`src/rtl/uart_pkg.sv`:
```
// Shared definitions for the parametrised UART receiver.
// Contents:
//   PARITY_NONE/EVEN/ODD  values accepted by the PARITY parameter
//   rx_state_e            receiver FSM encoding (also driven out on state_out)
//   majority3             2-of-3 vote used by the bit sampler
package uart_pkg;

  localparam int PARITY_NONE = 0;
  localparam int PARITY_EVEN = 1;
  localparam int PARITY_ODD  = 2;

  typedef enum logic [2:0] {
    ST_IDLE   = 3'd0,
    ST_START  = 3'd1,
    ST_DATA   = 3'd2,
    ST_PARITY = 3'd3,
    ST_STOP   = 3'd4
  } rx_state_e;

  function automatic logic majority3(input logic a, input logic b, input logic c);
    return (a & b) | (a & c) | (b & c);
  endfunction

endpackage

```
`src/rtl/uart_rx_sampler.sv`:
```
// Front end of the UART receiver: input synchroniser, per-bit tick counter
// and 3-sample majority vote.
// Ports:
//   clk, rst   clock and synchronous active-high reset
//   ena        clock enable; low freezes every flop here
//   rx         raw asynchronous serial line
//   clear      hold the tick counter at 0 on the next enabled edge (FSM heading to IDLE)
//   rx_s       synchronised line
//   vote       majority of the samples at t=M-1, M and the live rx_s at t=M+1
//   decide     high while t=M+1 (vote is valid this cycle)
//   advance    high while t=OVERSAMPLE-1 (last tick of the bit)
module uart_rx_sampler
  import uart_pkg::*;
#(
  parameter int OVERSAMPLE = 8
) (
  input  logic clk,
  input  logic rst,
  input  logic ena,
  input  logic rx,
  input  logic clear,
  output logic rx_s,
  output logic vote,
  output logic decide,
  output logic advance
);

  localparam int TW = $clog2(OVERSAMPLE);
  localparam int M  = OVERSAMPLE / 2;
  localparam logic [TW-1:0] T_FIRST = TW'(M - 1);
  localparam logic [TW-1:0] T_MID   = TW'(M);
  localparam logic [TW-1:0] T_DEC   = TW'(M + 1);
  localparam logic [TW-1:0] T_LAST  = TW'(OVERSAMPLE - 1);

  logic          rx_meta;
  logic [TW-1:0] tick;
  logic          samp_a;
  logic          samp_b;

  // Two-flop synchroniser; resets to the idle (high) line level so a reset
  // never looks like a start bit.
  always_ff @(posedge clk) begin
    if (rst) begin
      rx_meta <= 1'b1;
      rx_s    <= 1'b1;
    end else if (ena) begin
      rx_meta <= rx;
      rx_s    <= rx_meta;
    end
  end

  // Tick counter: sits at 0 while the FSM is idle, so the cycle that sees the
  // start edge is t=0 and the next one is t=1.
  always_ff @(posedge clk) begin
    if (rst) begin
      tick <= '0;
    end else if (ena) begin
      if (clear || tick == T_LAST) begin
        tick <= '0;
      end else begin
        tick <= tick + 1'b1;
      end
    end
  end

  // The first two samples are stored; the third is the live line at t=M+1.
  always_ff @(posedge clk) begin
    if (rst) begin
      samp_a <= 1'b1;
      samp_b <= 1'b1;
    end else if (ena) begin
      if (tick == T_FIRST) begin
        samp_a <= rx_s;
      end
      if (tick == T_MID) begin
        samp_b <= rx_s;
      end
    end
  end

  assign vote    = majority3(samp_a, samp_b, rx_s);
  assign decide  = (tick == T_DEC);
  assign advance = (tick == T_LAST);

endmodule

```
`src/rtl/uart_rx_param.sv`:
```
// Parametrised UART receiver with valid/ready output.
// Ports:
//   clk, rst    clock and synchronous active-high reset
//   ena         clock enable; low freezes all state and ignores rx_ready
//   rx          asynchronous serial line (idle high, start bit low)
//   rx_data     received word, LSB first on the line, stable while rx_valid
//   rx_valid    word available, held until accepted
//   rx_ready    consumer accepts on an edge with rx_valid & rx_ready & ena
//   parity_err  parity mismatch for rx_data (0 when PARITY is none)
//   frame_err   some stop bit of rx_data's frame sampled low
//   overrun     one-cycle pulse when a finished frame found rx_valid still held
//   state_out   current FSM state for debug
module uart_rx_param
  import uart_pkg::*;
#(
  parameter int DATA_BITS  = 7,
  parameter int OVERSAMPLE = 8,
  parameter int PARITY     = 0,
  parameter int STOP_BITS  = 1
) (
  input  logic                 clk,
  input  logic                 rst,
  input  logic                 ena,
  input  logic                 rx,
  output logic [DATA_BITS-1:0] rx_data,
  output logic                 rx_valid,
  input  logic                 rx_ready,
  output logic                 parity_err,
  output logic                 frame_err,
  output logic                 overrun,
  output logic [2:0]           state_out
);

  localparam int BW = $clog2(DATA_BITS + 1);
  localparam logic [BW-1:0] LAST_BIT  = BW'(DATA_BITS - 1);
  localparam logic [BW-1:0] LAST_STOP = BW'(STOP_BITS - 1);

  // Elaboration-time guards on the parameter ranges the datapath is built for.
  if (DATA_BITS < 5 || DATA_BITS > 9) begin : g_bad_data_bits
    $error("uart_rx_param: DATA_BITS must be 5..9");
  end
  if (OVERSAMPLE < 4 || OVERSAMPLE > 16 || (OVERSAMPLE % 2) != 0) begin : g_bad_oversample
    $error("uart_rx_param: OVERSAMPLE must be even and 4..16");
  end
  if (PARITY != PARITY_NONE && PARITY != PARITY_EVEN && PARITY != PARITY_ODD) begin : g_bad_parity
    $error("uart_rx_param: PARITY must be 0, 1 or 2");
  end
  if (STOP_BITS < 1 || STOP_BITS > 2) begin : g_bad_stop_bits
    $error("uart_rx_param: STOP_BITS must be 1 or 2");
  end

  rx_state_e state;
  rx_state_e next_state;

  logic                 rx_s;
  logic                 vote;
  logic                 decide;
  logic                 advance;
  logic                 clear_tick;
  logic [BW-1:0]        bit_cnt;
  logic [DATA_BITS-1:0] shreg;
  logic                 par_acc;
  logic                 frm_acc;
  logic                 sample_data;
  logic                 sample_parity;
  logic                 sample_stop;
  logic                 stop_last;
  logic                 frame_done;

  assign clear_tick = (next_state == ST_IDLE);

  uart_rx_sampler #(
    .OVERSAMPLE(OVERSAMPLE)
  ) u_sampler (
    .clk    (clk),
    .rst    (rst),
    .ena    (ena),
    .rx     (rx),
    .clear  (clear_tick),
    .rx_s   (rx_s),
    .vote   (vote),
    .decide (decide),
    .advance(advance)
  );

  // State register.
  always_ff @(posedge clk) begin
    if (rst) begin
      state <= ST_IDLE;
    end else if (ena) begin
      state <= next_state;
    end
  end

  // Next-state logic. The last stop bit returns to IDLE at its decision point
  // rather than at its end, so a back-to-back start edge is never missed.
  always_comb begin
    next_state = state;
    case (state)
      ST_IDLE: begin
        if (!rx_s) begin
          next_state = ST_START;
        end
      end
      ST_START: begin
        if (decide && vote) begin
          next_state = ST_IDLE;
        end else if (advance) begin
          next_state = ST_DATA;
        end
      end
      ST_DATA: begin
        if (advance && bit_cnt == LAST_BIT) begin
          next_state = (PARITY != PARITY_NONE) ? ST_PARITY : ST_STOP;
        end
      end
      ST_PARITY: begin
        if (advance) begin
          next_state = ST_STOP;
        end
      end
      ST_STOP: begin
        if (decide && bit_cnt == LAST_STOP) begin
          next_state = ST_IDLE;
        end
      end
      default: next_state = ST_IDLE;
    endcase
  end

  // Output/strobe decode for the datapath below.
  always_comb begin
    state_out     = state;
    sample_data   = 1'b0;
    sample_parity = 1'b0;
    sample_stop   = 1'b0;
    stop_last     = 1'b0;
    frame_done    = 1'b0;
    if (ena) begin
      sample_data   = (state == ST_DATA)   && decide;
      sample_parity = (state == ST_PARITY) && decide;
      sample_stop   = (state == ST_STOP)   && decide;
    end
    stop_last  = (state == ST_STOP) && (bit_cnt == LAST_STOP);
    frame_done = sample_stop && stop_last;
  end

  // Bit counter: counts data bits, is back at 0 through PARITY and then
  // counts stop bits. It never moves on the last stop bit, which exits early.
  always_ff @(posedge clk) begin
    if (rst) begin
      bit_cnt <= '0;
    end else if (ena) begin
      if (state == ST_IDLE) begin
        bit_cnt <= '0;
      end else if (state == ST_DATA && advance) begin
        bit_cnt <= (bit_cnt == LAST_BIT) ? '0 : bit_cnt + 1'b1;
      end else if (state == ST_STOP && advance && !stop_last) begin
        bit_cnt <= bit_cnt + 1'b1;
      end
    end
  end

  // Shift register fills from the MSB end so LSB-first bits land in place
  // after DATA_BITS shifts. Parity and framing accumulators clear while idle.
  always_ff @(posedge clk) begin
    if (rst) begin
      shreg   <= '0;
      par_acc <= 1'b0;
      frm_acc <= 1'b0;
    end else if (ena) begin
      if (state == ST_IDLE) begin
        par_acc <= 1'b0;
        frm_acc <= 1'b0;
      end
      if (sample_data) begin
        shreg <= {vote, shreg[DATA_BITS-1:1]};
      end
      if (sample_parity) begin
        par_acc <= ((^shreg) ^ vote) != (PARITY == PARITY_ODD);
      end
      if (sample_stop && !vote) begin
        frm_acc <= 1'b1;
      end
    end
  end

  // Output holding register and handshake. A completed frame may reload on
  // the same edge the previous word is accepted; otherwise it is dropped and
  // flagged with a one-cycle overrun pulse, leaving the held word untouched.
  always_ff @(posedge clk) begin
    if (rst) begin
      rx_data    <= '0;
      rx_valid   <= 1'b0;
      parity_err <= 1'b0;
      frame_err  <= 1'b0;
      overrun    <= 1'b0;
    end else if (ena) begin
      overrun <= 1'b0;
      if (frame_done) begin
        if (!rx_valid || rx_ready) begin
          rx_data    <= shreg;
          parity_err <= par_acc;
          frame_err  <= frm_acc | ~vote;
          rx_valid   <= 1'b1;
        end else begin
          overrun <= 1'b1;
        end
      end else if (rx_valid && rx_ready) begin
        rx_valid <= 1'b0;
      end
    end
  end

endmodule
```
`config.mk`:
```
export PLATFORM = sky130hd
export DESIGN_NAME = uart_rx_param
export DESIGN_NICKNAME = d
export VERILOG_FILES = /design/src/rtl/uart_pkg.sv /design/src/rtl/uart_rx_sampler.sv /design/src/rtl/uart_rx_param.sv
export SDC_FILE = /design/constraint.sdc
export NUM_CORES = 1
export LEC_CHECK = 0
export BUFFER_PORTS_ARGS = -buffer_cell sky130_fd_sc_hd__buf_2
export CORE_MARGIN = 5
export CORE_UTILIZATION = 30
export DETAILED_ROUTE_END_ITERATION = 10
export PLACE_DENSITY_LB_ADDON = 0.12
export SETUP_SLACK_MARGIN = 0.3
export SLEW_MARGIN = 20
export SYNTH_ARGS = -nofsm -noshare
export SYNTH_HDL_FRONTEND = slang
export SYNTH_SLANG_ARGS = --single-unit
```
`constraint.sdc`:
```
create_clock -name clk -period 2 [get_ports clk]
set_input_delay 0.4 -clock clk [delete_from_list [all_inputs] [get_ports clk]]
set_output_delay 0.4 -clock clk [all_outputs]
set_load 0.01 [all_outputs]
```
==> out/qor.json <==
{
  "drc_errors": {"value": 0},
  "via_per_inst": {"value": 4.633},
  "post-route-min-period": {"value": 1.968, "unit": "ns"},
  "clock_power_share": {"value": 40.0, "unit": "%"},
  "rrSetupSlack": {"value": 0.03, "unit": "ns"},
  "max_freq": {"value": 508.2, "unit": "MHz"},
  "number_of_h_tree_levels": {"value": 2},
  "worst_ep_required_time": {"value": 2.21, "unit": "ns"},
  "grt_start_max_net_pins": {"value": 19},
  "min_period_over_period": {"value": 98.39, "unit": "%"},
  "first_pass_iters": {"value": 4},
  "flow.area_growth_from_synthesis": {"value": 28.40, "unit": "%"},
  "async_reset_ff_share": {"value": 0, "unit": "%"},
  "min_delay_path_depth": {"value": 2},
  "post_cts_hold_buffer_count": {"value": 0},
  "io_buffer_count": {"value": 18},
  "dr_total_vias": {"value": 1311},
  "std_cell_rows": {"value": 27},
  "floorplan.core_area": {"value": 5405, "unit": "µm²"},
  "max_slew_headroom": {"value": 67.47, "unit": "%"},
  "cts_max_path_buffers": {"value": 2},
  "drv_slew": {"value": 0},
  "maxCapViolations": {"value": 0},
  "run_status": {"value": "finished, final reports clean"},
  "fin_nets": {"value": 224},
  "dp.final_hpwl": {"value": 2.703, "unit": "mm"},
  "crit_path_cell_trace": {"value": "ha_4 -> ha_4 -> nand2b_4 -> a221o_1 -> nand4_1 -> or4b_4 -> o21ai_2"},
  "finalWeightedCongestion": {"value": 0.7903},
  "die_height": {"value": 84.12, "unit": "µm"},
  "comb_power_share": {"value": 7.5, "unit": "%"},
  "clock_insertion_delay_at_the_later_pin_of_the_skew_report": {"value": 0.28, "unit": "ns"},
  "grt.total_usage": {"value": 11.39, "unit": "%"},
  "grt_overflow_total": {"value": 0},
  "antenna_found_initial": {"value": 0},
  "post-route-worst-setup-slack": {"value": 0.03223, "unit": "ns"},
  "cts_tree": {"value": "yes"},
  "synth_seq_area_share": {"value": 40.09, "unit": "%"},
  "worst_setup_path_end_kind": {"value": "flip-flop"},
  "final.fill_count": {"value": 585},
  "critical_path.max_fanout": {"value": 6},
  "layout-drive-gt1-share": {"value": 34.60, "unit": "%"},
  "mappedNetlistArea": {"value": 1648, "unit": "µm²"},
  "timing.final.setup_violations": {"value": 0},
  "crit_slowest_cell": {"value": "or4b_4"},
  "cp_top_family": {"value": "simple AND/OR/NAND/NOR gates"},
  "slowest_cell_delay_on_critical_path": {"value": 0.49, "unit": "ns"},
  "die_area": {"value": 7075, "unit": "µm²"},
  "chipWidth": {"value": 84.12, "unit": "µm"},
  "root_buffer": {"value": "clkbuf_8"},
  "via_count_of_the_first_global_routing_pass": {"value": 1354},
  "grt_first_pass_wirelength": {"value": 6.527, "unit": "mm"},
  "clock_sinks": {"value": 33},
  "dp.cells": {"value": 267},
  "rsz_0062_raised_after_global_routing": {"value": "true"},
  "cts_clk_pin_slew_worst_paths": {"value": 0.07, "unit": "ns"},
  "drt.antenna.violating_nets": {"value": 0},
  "yosys_register_bits": {"value": 33},
  "seqPwrFrac": {"value": 52.5, "unit": "%"},
  "timing_worst_slew_pin_value": {"value": 0.4838, "unit": "ns"},
  "min_path_type": {"value": "input pin to flip-flop"},
  "power.internal": {"value": 0.9740, "unit": "mW"},
  "postSynthNetCount": {"value": 190},
  "io-pin-count": {"value": 19},
  "worstRegToRegCells": {"value": 7},
  "finalHoldViolCount": {"value": 0},
  "floorplan.initialDensity": {"value": 30.49, "unit": "%"},
  "critical_path_buf_inv_count": {"value": 0},
  "hold_ws": {"value": 0.3287, "unit": "ns"},
  "count_of_flip_flops_with_a_built_in_enable_after_synthesis": {"value": 0},
  "synthFlopType": {"value": "dfxtp_1"},
  "fin_total_pwr": {"value": 1.276, "unit": "mW"},
  "postSynthAreaPerCell": {"value": 9.310, "unit": "µm²"},
  "critical_path_class": {"value": "flip-flop to flip-flop"},
  "logic_depth_of_the_worst_path_buffers_included": {"value": 7},
  "powerDensity": {"value": 603.0, "unit": "nW/µm²"},
  "clock_skew": {"value": 0.003366, "unit": "ns"},
  "synth_cells": {"value": 177},
  "post_drt_wl_per_cell": {"value": 13.60, "unit": "µm"},
  "dr.first_iter.drc_count": {"value": 90},
  "cp_data_arrival_time": {"value": 2.18, "unit": "ns"},
  "yosys_warnings": {"value": 0},
  "synth_cell_types": {"value": 47},
  "power.switching_fraction": {"value": 23.66, "unit": "%"},
  "stdcell_count": {"value": 283},
  "diodes": {"value": 0},
  "power.static_leakage": {"value": 0.8927, "unit": "nW"},
  "max-vdd-ir-drop": {"value": 0.2334, "unit": "mV"},
  "startpoint_kind_of_the_worst_setup_timing_path": {"value": "flip-flop"},
  "path_common_cell": {"value": "ha_4"},
  "clock_buffer_count_from_cts": {"value": 5},
  "total_switching_power": {"value": 0.3019, "unit": "mW"},
  "routed_wl": {"value": 3.849, "unit": "mm"},
  "pre_cts_ws": {"value": -0.0002407, "unit": "ns"}
}
[stage by stage]
step / util [%] / instance area, µm² / TNS [ns]
3_3_place_gp: 34.86 / 1884 / 0
3_5_place_dp: 34.86 / 1884 / -0.0002407
2_1_floorplan: - / 1685 / 0
5_1_grt: 39.14 / 2116 / -0.01831
4_1_cts: 38.08 / 2058 / 0
6_report: 39.14 / 2116 / 0
[cell families (layout without fill, tap and decap cells)]
group                      after synthesis  count (layout)  share of synthesized area (%)
and+or+nand+nor                         66              66                          21.26
DFF                                     33              33                          40.09
AOI/OAI and AO/OA                       27              27                          12.07
muxes                                   18              18                          11.01
buffers and inverters                   18              52                          4.783
adders and majority gates                9               9                          6.758
xor gates and xnor gates                 6               6                          4.024
[placed cells by master (no fill, tap or decap), types with 3 or more instances in the layout]
cell type / instances
a21oi_1: 5
buf_2: 18
buf_4: 16
clkbuf_8: 6
dfxtp_1: 26
dfxtp_2: 4
dfxtp_4: 3
ha_1: 4
ha_4: 3
inv_1: 9
mux2i_1: 17
nand2_1: 8
nand2b_1: 6
nor2_1: 27
nor2b_1: 4
o21ai_0: 3
xnor2_1: 4
[metal layers]
| metal | track usage [%] | share of wire, % |
|---|---|---|
| met1 | 14.10 | 46 |
| met2 | 18.94 | 50 |
| met3 | 3.455 | 3.2 |
| met4 | 3.509 | 0.65 |
| met5 | 0 | 0 |
[worst register-to-register path, delay by kind of cell, from the launching register on]
| kind | cells | cell delay [ns] |
|---|---|---|
| AOI/OAI and AO/OA | 2 | 0.45 |
| DFF | 1 | 0.36 |
| and+or+nand+nor | 3 | 0.74 |
| adders and majority gates | 2 | 0.34 |
[sequential cells by signal, indices dropped and copies added (netlist names)]
signal and count:
state_out 3, u_sampler.tick 3, u_sampler.samp_a 1, par_acc 1
parity_err 1, frm_acc 1, overrun 1, u_sampler.rx_s 1
u_sampler.samp_b 1, rx_valid 1, frame_err 1, u_sampler.rx_meta 1
bit_cnt 3, rx_data 7, shreg 7
[power by group through the flow]
stage	registers, mW	clock network, mW	logic [mW]
floorplan	0.687	0	0.0564
global placement	0.686	0	0.0864
detailed placement	0.687	0	0.0866
CTS	0.671	0.536	0.0918
global route	0.670	0.565	0.107
finish	0.670	0.510	0.0959
[worst paths after layout]
kind | start | to
max | u_sampler.tick[0] | u_sampler.tick[2]
min | rx | u_sampler.rx_meta
max reg2reg | u_sampler.tick[0] | u_sampler.tick[2]
min reg2reg | frm_acc | frm_acc
[synth_stat cells (4+ instances only)]
| cell | instances | share of area (%) |
|---|---|---|
| xnor2_1 | 4 | 2.1 |
| nor2_1 | 27 | 6.2 |
| mux2i_1 | 17 | 10 |
| nand2_1 | 9 | 2.0 |
| dfxtp_1 | 33 | 40 |
| inv_1 | 10 | 2.3 |
| nand2b_1 | 6 | 2.3 |
| a21oi_1 | 6 | 1.8 |
| ha_1 | 8 | 6.1 |
| nor2b_1 | 4 | 1.5 |
| clkbuf_1 | 4 | 0.91 |
[area by class of cell]
| type | count | area [µm²] | share of cell area (%) |
|---|---|---|---|
| flip-flops and latches | 33 | 676.9 | 31.99 |
| repair buffers | 35 | 221.5 | 10.47 |
| multi-input cells | 126 | 999.7 | 47.25 |
| clock inverters | 1 | 7.507 | 0.3548 |
| inverters | 10 | 37.54 | 1.774 |
| well taps | 72 | 90.09 | 4.258 |
| clock buffers | 6 | 82.58 | 3.903 |
[repair_timing]
item	CTS	global route
pin swaps	2	3
resized for setup	9	10
cloned	0	0
endpoints found under the setup margin	12	15
setup buffers	6	3
Note: power is estimated with default switching activity, not from simulation.
